--- config.mk ---
export PLATFORM = sky130hd
export DESIGN_NAME = mips_mem_arbiter
export DESIGN_NICKNAME = d
export VERILOG_FILES = /design/src/rtl/mips_mem_arbiter.sv
export SDC_FILE = /design/constraint.sdc
export NUM_CORES = 1
export LEC_CHECK = 0
export CORE_MARGIN = 2
export CORE_UTILIZATION = 41
export DETAILED_ROUTE_END_ITERATION = 7
export PLACE_DENSITY = 0.8
export SYNTH_ARGS = -nofsm -noshare
export SYNTH_HDL_FRONTEND = slang
export SYNTH_SLANG_ARGS = --single-unit
--- constraint.sdc ---
create_clock -name clk -period 5 [get_ports clk]
set_input_delay 0.5 -clock clk [delete_from_list [all_inputs] [get_ports clk]]
set_output_delay 0.5 -clock clk [all_outputs]
set_load 0.005 [all_outputs]
--- src/rtl/mips_mem_arbiter.sv ---
// Arbiter sharing the single-port MIPS memory between instruction fetch and data.
// Data wins contention until the fetch port has lost STARVE_LIMIT times in a row.
module mips_mem_arbiter #(
  parameter int unsigned STARVE_LIMIT = 4
) (
  input  logic        clk,
  input  logic        reset,
  input  logic        active,
  input  logic        i_req,
  input  logic [31:0] i_addr,
  output logic [31:0] i_rdata,
  output logic        i_ack,
  input  logic        d_req,
  input  logic        d_we,
  input  logic [31:0] d_addr,
  input  logic [3:0]  d_byte_en,
  input  logic [31:0] d_wdata,
  output logic [31:0] d_rdata,
  output logic        d_ack,
  output logic [31:0] mem_address,
  output logic        mem_wr_en,
  output logic        mem_read_en,
  output logic [3:0]  mem_byte_en,
  output logic [31:0] mem_data_in,
  input  logic [31:0] mem_data_out,
  output logic        mem_active
);

  typedef enum logic [1:0] {
    IDLE,
    ISSUE,
    CAPTURE,
    RESP
  } state_e;

  localparam logic [7:0] LIMIT = 8'(STARVE_LIMIT);

  state_e      state_q, state_d;
  logic [31:0] addr_q, addr_d;
  logic [31:0] wdata_q, wdata_d;
  logic [31:0] ird_q, ird_d;
  logic [31:0] drd_q, drd_d;
  logic [3:0]  be_q, be_d;
  logic        we_q, we_d;
  logic        win_i_q, win_i_d;
  logic        mact_q, mact_d;
  logic [7:0]  cnt_q, cnt_d;
  logic        grant_i;

  always_comb begin
    state_d = state_q;
    addr_d  = addr_q;
    wdata_d = wdata_q;
    ird_d   = ird_q;
    drd_d   = drd_q;
    be_d    = be_q;
    we_d    = we_q;
    win_i_d = win_i_q;
    cnt_d   = cnt_q;
    grant_i = 1'b0;
    unique case (state_q)
      IDLE: begin
        if (active && (i_req || d_req)) begin
          grant_i = i_req && (!d_req || cnt_q == LIMIT);
          state_d = ISSUE;
          win_i_d = grant_i;
          if (grant_i) begin
            addr_d = i_addr;
            be_d   = 4'hF;
            we_d   = 1'b0;
            cnt_d  = 8'd0;
          end else begin
            addr_d  = d_addr;
            be_d    = d_byte_en;
            we_d    = d_we;
            wdata_d = d_wdata;
            // Only contested data grants count toward starvation.
            if (i_req && cnt_q != LIMIT)
              cnt_d = cnt_q + 8'd1;
          end
        end
      end
      ISSUE: begin
        state_d = we_q ? RESP : CAPTURE;
      end
      CAPTURE: begin
        if (win_i_q)
          ird_d = mem_data_out;
        else
          drd_d = mem_data_out;
        state_d = RESP;
      end
      RESP: begin
        state_d = IDLE;
      end
    endcase
  end

  // Looks at the next state so memory goes quiet in the first idle cycle.
  assign mact_d = active || (state_d != IDLE);

  always_ff @(posedge clk or posedge reset) begin
    if (reset) begin
      state_q <= IDLE;
      addr_q  <= '0;
      wdata_q <= '0;
      ird_q   <= '0;
      drd_q   <= '0;
      be_q    <= '0;
      we_q    <= 1'b0;
      win_i_q <= 1'b0;
      mact_q  <= 1'b1;
      cnt_q   <= '0;
    end else begin
      state_q <= state_d;
      addr_q  <= addr_d;
      wdata_q <= wdata_d;
      ird_q   <= ird_d;
      drd_q   <= drd_d;
      be_q    <= be_d;
      we_q    <= we_d;
      win_i_q <= win_i_d;
      mact_q  <= mact_d;
      cnt_q   <= cnt_d;
    end
  end

  assign mem_read_en = (state_q == ISSUE) && !we_q;
  assign mem_wr_en   = (state_q == ISSUE) && we_q;
  assign i_ack       = (state_q == RESP) && win_i_q;
  assign d_ack       = (state_q == RESP) && !win_i_q;
  assign mem_address = addr_q;
  assign mem_byte_en = be_q;
  assign mem_data_in = wdata_q;
  assign i_rdata     = ird_q;
  assign d_rdata     = drd_q;
  assign mem_active  = mact_q;

endmodule

==> results.ini <==
[layout]
drive_gt1_share_pct = 19.6
final_area_um2 = 9370
fin_nets = 816
n_fill_cell = 997
syn_to_final_growth_pct = 60.7
antenna_cells = 0

[timing]
rsz0062_at_grt = false
worst_pin_slew_ns = 1.17
fin_crit_sh_pct = 55.8
min_period_ns = 2.79
skew_ns = 0.0115
drv_slew = 0
slew_headroom_pct = 22.2
setup_tns_ns = 0
setup_viol = 0
fmax_ghz = 0.359
final_hold_viol_count = 0
holdWs_ns = 0.489

[clocking]
clk_latency_ns = 0.40
post_cts_buffers = 0
cts_resized = 0
cts_buffers = 17
cts_buffer_depth = 2
cts_tree = done
cts.clk_slew.worst_paths_ns = 0.06
h-tree-depth = 4
cts.sinks = 145
holdBufCountCts = 0
root_buffer = clkbuf_16

[die]
core-area_um2 = 13900
die_h_um = 123
start_util_pct = 42.0
row_count = 43
die_area_um2 = 15200
die_x_um = 123
ios = 275

[global_routing]
grt_use_met1_pct = 23.4
grt_max_degree = 97
grt_pass1_wl_mm = 23.5
grt.overflow.total = 0
use_met2_pct = 34.5
antenna_found_initial = 0
grtUsageMet3_pct = 6.41
grt_usage_pct = 20.2
grt_pass1_vias = 4676
grt.busiest_layer = met2

[critical_path]
startpoint_type = flop
timing.rr.start = state_q[0]$_DFF_PP0_
crit_path_end = mem_data_in[29]$_DFFE_PP0P_
startpoint = state_q[0]$_DFF_PP0_
path_cells = inv_1 -> ha_1 -> nand3_1 -> a31oi_4 -> buf_4 -> mux2_2
crit_slowest_cell = a31oi_4
slowest_delay_ns = 0.79
reg2reg_to = mem_data_in[29]$_DFFE_PP0P_
regToRegSetupSlack_ns = 2.21
crit_arrival_ns = 3.08
setup.worst_path.end_class = flop
path_max_fanout = 38
path_class = reg -> reg
r2r_cells = 6
worstPathRequired_ns = 5.29

[drt]
via_count = 4394
viasPerCell = 5.08
drc_errors = 0
wirelength_mm = 15.1
dr.pass1.iters = 4
first_iter_violations = 189
wire_per_inst_um = 17.5
antenna_left = 0

[placement]
port_buffers = 274
hpwlAfterDp_mm = 10.9
dpl_cell_area_um2 = 8730
gp_congestion = 0.818

[synth]
synth.top_cell.area_share_pct = 61.8
synth_top_area_cell = dfrtp_1
yosys-top-cells-area = dfrtp_1 (62%), mux2_2 (18%), a22o_1 (5.0%)
synth_flop_cell = dfrtp_1
synth_edf_count = 0
syn-cell-area_um2 = 5830
ys_types = 37
synthCells = 397
ys_ff_latch = 145
synth.avg_cell_area_um2 = 14.7
yosys.cell_count.top_type = dfrtp_1
seq_area_frac_synth_pct = 62.2
synth_nets = 541
ys_top_cells_by_count = dfrtp_1 (144), mux2_2 (93), a21o_1 (34)
yosysWarnings = 0
async_reset_ff_share_pct = 100

[worst_hold_path]
hp-class = reg -> reg

[power]
power.density_nw_per_um2 = 624
intPower_mw = 4.28
p_leak_nw = 4.14
swShare_pct = 26.9
power_frac_clock_pct = 23.4
p_comb_share_pct = 41.0
power_mw = 5.85
irDropWorstVdd_uv = 318
p_sw_mw = 1.57
pwr-share-seq_pct = 35.6

[status]
status = complete, no violations

[flow_run]
maxCapViolCount = 0

## cell families after synthesis
kind of cell    after synthesis  synth area share, %
xor+xnor                      2                0.300
fa+ha+maj                     6                 1.29
simple gates                 40                 4.05
flops                       145                 62.2
compound gates               81                 11.1
buf+inv                      27                 2.49
mux                          96                 18.5
## worst max-delay path, delay by kind of cell (launching register included)
family / cells / cell delay [ns]
compound gates: 1 / 0.79
fa+ha+maj: 1 / 0.28
buf+inv: 2 / 0.62
flops: 1 / 0.42
mux: 1 / 0.39
simple gates: 1 / 0.17
## power groups by stage
stage	Combinational [mW]	Sequential (mW)	Clock [mW]
2_1_floorplan	0.952	2.09	0
3_3_place_gp	2.37	2.06	0
3_5_place_dp	2.43	2.09	0
4_1_cts	2.44	2.08	1.40
5_1_grt	2.60	2.15	1.45
6_report	2.40	2.08	1.37
## flip-flops by register name (all words and copies together), names as in the netlist
name         flops
cnt_q            8
d_rdata         32
i_rdata         32
mem_active       1
mem_address     32
mem_byte_en      4
mem_data_in     32
state_q          2
we_q             1
win_i_q          1
## worst min path at each step
stage,start,cells after the start,end,slack [ns]
finish,d_rdata[3]$_DFFE_PP0P_,1,d_rdata[3]$_DFFE_PP0P_,0.49
detailed placement,d_rdata[3]$_DFFE_PP0P_,1,d_rdata[3]$_DFFE_PP0P_,0.48
global placement,d_rdata[3]$_DFFE_PP0P_,1,d_rdata[3]$_DFFE_PP0P_,0.47
global route,d_rdata[3]$_DFFE_PP0P_,1,d_rdata[3]$_DFFE_PP0P_,0.50
CTS,d_rdata[3]$_DFFE_PP0P_,1,d_rdata[3]$_DFFE_PP0P_,0.49
floorplan,we_q$_DFFE_PP0P_,1,we_q$_DFFE_PP0P_,0.48
## cell usage in the layout (no fill, tap or decap), types with 2 or more instances in the layout
master,instances
buf_4,4
bufinv_16,5
nor2b_1,3
mux2_2,93
inv_6,3
clkinvlp_4,2
mux2_1,3
ha_1,6
nor2_1,5
clkdlybuf4s50_1,274
and2_1,3
clkinv_4,2
a21o_1,34
nand2_1,7
clkbuf_16,17
clkbuf_1,3
a22o_1,33
nand3_1,8
xnor2_1,2
or4_1,2
o21ai_0,3
dfrtp_1,144
nor3_1,4
o22a_1,4
inv_1,4
## layout make-up
| class | count | area, µm² | area share [%] |
|---|---|---|---|
| Clock buffer | 20 | 437 | 4.66 |
| Clock inverter | 12 | 205 | 2.19 |
| Inverter | 5 | 23.8 | 0.254 |
| Multi-Input combinational cell | 225 | 2080 | 22.2 |
| Sequential cell | 145 | 3630 | 38.7 |
| Tap cell | 180 | 225 | 2.40 |
| Timing Repair Buffer | 278 | 2770 | 29.6 |
## layer usage
layer  vias to the layer above  part of all wire, %
met5                         -                    0
met4                         0                  2.6
met3                        26                  8.7
met2                       209                   51
met1                      2153                   38
li1                       2006                    -
## stage by stage
stage,util (%),setup WS (ns),std cells
floorplan,-,0.607,397
global placement,62.9,1.99,833
detailed placement,62.9,1.88,833
CTS,67.5,2.18,865
global route,67.5,2.03,865
finish,67.5,2.21,865
Power figures use the tool's default switching activity.
